File: src/rtl/argmax.sv
// Sequential arg-max: snapshots DIM signed scores on start and scans one per clock.
// Reports the lowest index among equal maxima, with a one-cycle done pulse.
module argmax #(
  parameter int DATA_WIDTH = 16,
  parameter int DIM        = 10,
  parameter int IDXW       = (DIM <= 1) ? 1 : $clog2(DIM)
) (
  input  logic                         clk,
  input  logic                         reset,
  input  logic                         start,
  input  logic signed [DATA_WIDTH-1:0] vec [0:DIM-1],
  output logic        [IDXW-1:0]       idx,
  output logic                         done
);

  localparam logic [0:0]    IDLE = 1'b0;
  localparam logic [0:0]    SCAN = 1'b1;
  localparam logic [IDXW:0] LAST = (IDXW+1)'(DIM - 1);
  localparam logic [IDXW:0] ONE  = (IDXW+1)'(1);

  logic [0:0]                   state_q, state_d;
  logic [IDXW:0]                cnt_q, cnt_d;
  logic signed [DATA_WIDTH-1:0] best_q, best_d;
  logic [IDXW-1:0]              best_idx_q, best_idx_d;
  logic [IDXW-1:0]              idx_q, idx_d;
  logic                         done_q, done_d;
  logic                         load_snap;

  logic signed [DATA_WIDTH-1:0] vec_r [0:DIM-1];
  logic signed [DATA_WIDTH-1:0] cur;
  logic                         greater;

  assign cur     = vec_r[cnt_q[IDXW-1:0]];
  // Strictly greater keeps the earlier index on ties.
  assign greater = (cur > best_q);

  always_comb begin
    state_d    = state_q;
    cnt_d      = cnt_q;
    best_d     = best_q;
    best_idx_d = best_idx_q;
    idx_d      = idx_q;
    done_d     = 1'b0;
    load_snap  = 1'b0;
    case (state_q)
      IDLE: begin
        if (start) begin
          load_snap  = 1'b1;
          best_d     = vec[0];
          best_idx_d = '0;
          cnt_d      = ONE;
          if (DIM == 1) begin
            idx_d  = '0;
            done_d = 1'b1;
          end else begin
            state_d = SCAN;
          end
        end
      end
      SCAN: begin
        if (greater) begin
          best_d     = cur;
          best_idx_d = cnt_q[IDXW-1:0];
        end
        if (cnt_q == LAST) begin
          idx_d   = greater ? cnt_q[IDXW-1:0] : best_idx_q;
          done_d  = 1'b1;
          state_d = IDLE;
        end else begin
          cnt_d = cnt_q + ONE;
        end
      end
      default: state_d = IDLE;
    endcase
  end

  always_ff @(posedge clk or negedge reset) begin
    if (!reset) begin
      state_q    <= IDLE;
      cnt_q      <= '0;
      best_q     <= '0;
      best_idx_q <= '0;
      idx_q      <= '0;
      done_q     <= 1'b0;
    end else begin
      state_q    <= state_d;
      cnt_q      <= cnt_d;
      best_q     <= best_d;
      best_idx_q <= best_idx_d;
      idx_q      <= idx_d;
      done_q     <= done_d;
    end
  end

  // The snapshot needs no reset: it is always reloaded before being read.
  always_ff @(posedge clk) begin
    if (load_snap) begin
      for (int i = 0; i < DIM; i++) begin
        vec_r[i] <= vec[i];
      end
    end
  end

  assign idx  = idx_q;
  assign done = done_q;

endmodule

File: config.mk
export PLATFORM = sky130hd
export DESIGN_NAME = argmax
export DESIGN_NICKNAME = d
export VERILOG_FILES = /design/src/rtl/argmax.sv
export SDC_FILE = /design/constraint.sdc
export NUM_CORES = 1
export LEC_CHECK = 0
export BUFFER_PORTS_ARGS = -buffer_cell sky130_fd_sc_hd__buf_4
export CAP_MARGIN = 20
export CORE_ASPECT_RATIO = 0.75
export CORE_MARGIN = 10
export CORE_UTILIZATION = 35
export DETAILED_ROUTE_END_ITERATION = 7
export GPL_TIMING_DRIVEN = 0
export SKIP_LAST_GASP = 1
export SLEW_MARGIN = 20
export SYNTH_ARGS = -nofsm -noshare
export SYNTH_HDL_FRONTEND = slang
export SYNTH_SLANG_ARGS = --single-unit
File: constraint.sdc
create_clock -name clk -period 11.5 [get_ports clk]
set_input_delay 1.15 -clock clk [delete_from_list [all_inputs] [get_ports clk]]
set_output_delay 1.15 -clock clk [all_outputs]
set_load 0.01 [all_outputs]
==> impl_metrics.py <==
metrics = {
    "worst_setup_path": {
        "critical_path_class": "flop to flop",
        "critPathCaptureType": "flop",
        "critPathBufInv": 3,
        "worstReg2RegStart": "cnt_q[2]",
        "setup.reg_to_reg.worst_slack_ps": 6800,
        "maximum_fanout_along_the_worst_path": 10,
        "rr_endpoint": "best_q[11]",
        "critical-path-top-cell-by-count": "sky130_fd_sc_hd__clkbuf_1",
        "worstPathRequired_ps": 11820,
        "timing.critical_path.slowest_cell_delay_ps": 710,
        "top_family_by_delay_on_critical_path": "compound AO/OA/AOI/OAI gates",
        "critical_path_at_ps": 5020,
        "r2r.worst_path.cells": 14,
        "timing.critical_path.cells": "clkbuf_1, clkbuf_1, nor2b_1, a22oi_1, o221ai_1, o21ai_0, ha_1, a21o_1, a21oi_1, or4b_1, a211oi_2, nor2_2, buf_4, a221o_1",
        "startpoint_type": "flop",
        "crit_slowest_cell": "sky130_fd_sc_hd__clkbuf_1",
    },
    "cells_and_area": {
        "diodes": 0,
        "drive_above_1_share": 0.3786,
        "fin_cells": 1000,
        "most-common-layout-cells": "169 x sky130_fd_sc_hd__buf_4, 160 x sky130_fd_sc_hd__edfxtp_1, 33 x sky130_fd_sc_hd__mux2i_1",
        "area.growth.synth_to_final_pct": 28.17,
        "most_common_cell_after_layout_fill_and_taps_aside": "sky130_fd_sc_hd__buf_4",
        "filler_cell_count": 2058,
        "final_net_count": 868,
    },
    "sta": {
        "clock_skew_ps": 12.50,
        "setup_viol": 0,
        "hold_violations": 0,
        "fin_crit_ps": 4699,
        "max_clock_freq_mhz": 212.8,
        "setup_tns_ps": 0,
        "grt_setup_unrepaired": "no",
        "worst_slack_ps": 6801,
        "worstMarginPinSlew_ps": 877.3,
        "min_period_over_period": 0.4086,
        "whs_ps": 489.3,
        "final-max-slew-violation-count": 0,
        "timing.max_slew.rel_slack": 0.4151,
    },
    "synth": {
        "synth_async_sr_flop_share": 0.1623,
        "count_of_flip_flops_with_a_built_in_enable_after_synthesis": 160,
        "netlist_top_cells_area": "sky130_fd_sc_hd__edfxtp_1 59%, sky130_fd_sc_hd__dfrtp_1 9.5%, sky130_fd_sc_hd__mux4_2 6.6%, sky130_fd_sc_hd__mux2i_1 4.0%, sky130_fd_sc_hd__ha_1 2.7%",
        "yosys_warnings": 0,
        "postSynthNetCount": 680,
        "synth_area_per_cell_um2": 16.42,
        "number_of_synthesized_register_bits": 191,
        "synthDominantAreaCellType": "sky130_fd_sc_hd__edfxtp_1",
        "synth_seq_area_share": 0.6809,
        "synth.lib_cells_used.distinct": 52,
        "postSynth.topFlopCell": "sky130_fd_sc_hd__edfxtp_1",
        "synth_largest_type_area_fraction": 0.5863,
        "syn-instance-count": 499,
        "synthesized_cell_area_um2": 8195,
    },
    "power": {
        "p_sw_mw": 1.037,
        "power_per_cell_area_nw_per_um2": 270.7,
        "cellInternalPower_mw": 1.806,
        "vdd_ir_drop_max_uv": 140.0,
        "leakagePower_nw": 4.019,
        "power.share.switching": 0.3648,
        "power.share.clock": 0.215,
        "fin_total_pwr_mw": 2.843,
        "p_comb_frac": 0.450,
        "share_seq_of_total_power": 0.335,
    },
    "placement": {
        "routabilityCongestion": 0.7765,
        "dp_worst_setup_slack_ps": 6681,
        "placedCellCount": 968,
        "dp_hpwl_um": 15690,
        "placement.io_buffers": 166,
    },
    "clock_tree": {
        "cts_sinks": 191,
        "clkTransAtPathRegs_ps": 70,
        "cts-htree-levels": 4,
        "cts_repair_resize_count": 0,
        "ctsRootBufferMaster": "sky130_fd_sc_hd__clkbuf_16",
        "cts_buffers": 17,
        "holdBufCountCts": 0,
        "cts_setup_buffers": 0,
        "cts_tree": "done",
        "clock_insertion_delay_worst_skew_ps": 440,
        "cts_buffer_depth": 2,
    },
    "global_route": {
        "grt_antenna_before_repair": 0,
        "grt_max_degree": 61,
        "global_route.usage.total": 0.1403,
        "first_global_vias": 5593,
        "total_overflow_reported_by_the_global_router": 0,
        "grt_first_pass_wirelength_um": 32190,
    },
    "route": {
        "drt-vias-per-instance": 5.069,
        "firstDrtPassIters": 4,
        "detailedRoute.firstIterationViolations": 355,
        "vias": 5069,
        "route.final.wire_length_um": 21060,
        "detail-route-antenna-nets": 0,
        "avgRoutedWirePerCell_um": 21.06,
        "count_of_unresolved_drc_violations_after_routing": 0,
    },
    "floorplan": {
        "dieHeight_um": 152.5,
        "starting_density": 0.3563,
        "design.core.area_um2": 23000,
        "die-width_um": 196.7,
        "design.portCount": 168,
        "rows": 48,
        "fp.dieArea_um2": 30000,
    },
    "worst_hold_path": {
        "worst_hold_path_type": "flop to flop",
        "worstHoldPathCells": 2,
        "min_to": "idx[2]",
        "hold_path_startpoint": "idx[2]",
    },
    "run": {
        "cap_violations": 0,
    },
    "run_status": {
        "run_status": "complete, no violations",
    },
}
worst reg2reg max path, delay by kind of cell (launching register included):
family	cells	cell delay (ps)
fa+ha+maj	1	340
flops	1	320
simple gates	3	900
buf+inv	3	1290
compound gates	7	1750
worst max path at each step:
stage                         end  cells after the start     start  slack [ps]
finish                 best_q[11]                     14  cnt_q[2]        6800
global route        best_idx_q[0]                     13  cnt_q[2]        6370
CTS                    best_q[11]                     14  cnt_q[2]        6670
detailed placement     best_q[11]                     14  cnt_q[2]        6680
global placement       best_q[14]                      5     start        3040
floorplan              best_q[12]                      5     start        4810
layer usage:
metal  track usage  part of all wire  vias up
met1        0.1952              0.48     2536
met2        0.2051              0.45      160
met4       0.03673             0.010        0
li1              -                 -     2357
met5             0                 0        -
met3       0.04683             0.066       16
registers in the layout, summed over array words and instances (netlist names):
name and flops:
cnt_q 5, idx 4, done 1, best_q 16, state_q 1, vec_r 160, best_idx_q 4
cells by family (layout without fill, tap and decap cells):
kind of cell | after synthesis | in the layout | synth area share
flops | 191 | 191 | 0.6809
compound gates | 88 | 88 | 0.08244
simple gates | 86 | 86 | 0.05573
mux | 70 | 70 | 0.1241
buf+inv | 44 | 245 | 0.02717
fa+ha+maj | 18 | 18 | 0.02748
xor+xnor | 2 | 2 | 0.002138
stage by stage:
stage	cell area, µm²	util
4_1_cts	10500	0.4566
6_report	10500	0.4566
5_1_grt	10500	0.4566
3_3_place_gp	9817	0.4268
2_1_floorplan	8195	-
3_5_place_dp	9896	0.4302
final cells by class:
| type | instances | area (µm²) | share of cell area |
|---|---|---|---|
| plain buffers | 26 | 158.9 | 0.01513 |
| repair buffers | 169 | 1321 | 0.1258 |
| inverters | 18 | 67.56 | 0.006432 |
| clock buffers | 18 | 429.2 | 0.04086 |
| multi-input cells | 264 | 2392 | 0.2278 |
| flip-flops and latches | 191 | 5580 | 0.5313 |
| clock inverters | 14 | 178.9 | 0.01703 |
| well taps | 300 | 375.4 | 0.03574 |
synth_stat cells, types with 4 or more instances:
master	count
sky130_fd_sc_hd__o21ai_0	10
sky130_fd_sc_hd__a221o_1	6
sky130_fd_sc_hd__nor2_1	21
sky130_fd_sc_hd__o32ai_1	4
sky130_fd_sc_hd__a22oi_1	8
sky130_fd_sc_hd__a21oi_1	20
sky130_fd_sc_hd__inv_1	18
sky130_fd_sc_hd__buf_6	5
sky130_fd_sc_hd__clkbuf_1	12
sky130_fd_sc_hd__ha_1	18
sky130_fd_sc_hd__mux4_2	24
sky130_fd_sc_hd__edfxtp_1	160
sky130_fd_sc_hd__o211ai_1	7
sky130_fd_sc_hd__and2_1	12
sky130_fd_sc_hd__mux2i_1	33
sky130_fd_sc_hd__mux2_2	13
sky130_fd_sc_hd__a221o_2	5
sky130_fd_sc_hd__nand4_1	6
sky130_fd_sc_hd__nand2_1	27
sky130_fd_sc_hd__o221ai_1	4
sky130_fd_sc_hd__dfrtp_1	31
sky130_fd_sc_hd__a211oi_1	11
power by group through the flow:
stage          registers, mW  clock network, mW  logic [mW]
6_report               0.951              0.612        1.28
4_1_cts                0.951              0.631        1.29
2_1_floorplan          0.973                  0       0.913
5_1_grt                0.964              0.658        1.41
3_5_place_dp           0.966                  0        1.29
3_3_place_gp           0.986                  0        1.24
No activity file was read; power rests on OpenSTA's default activity.
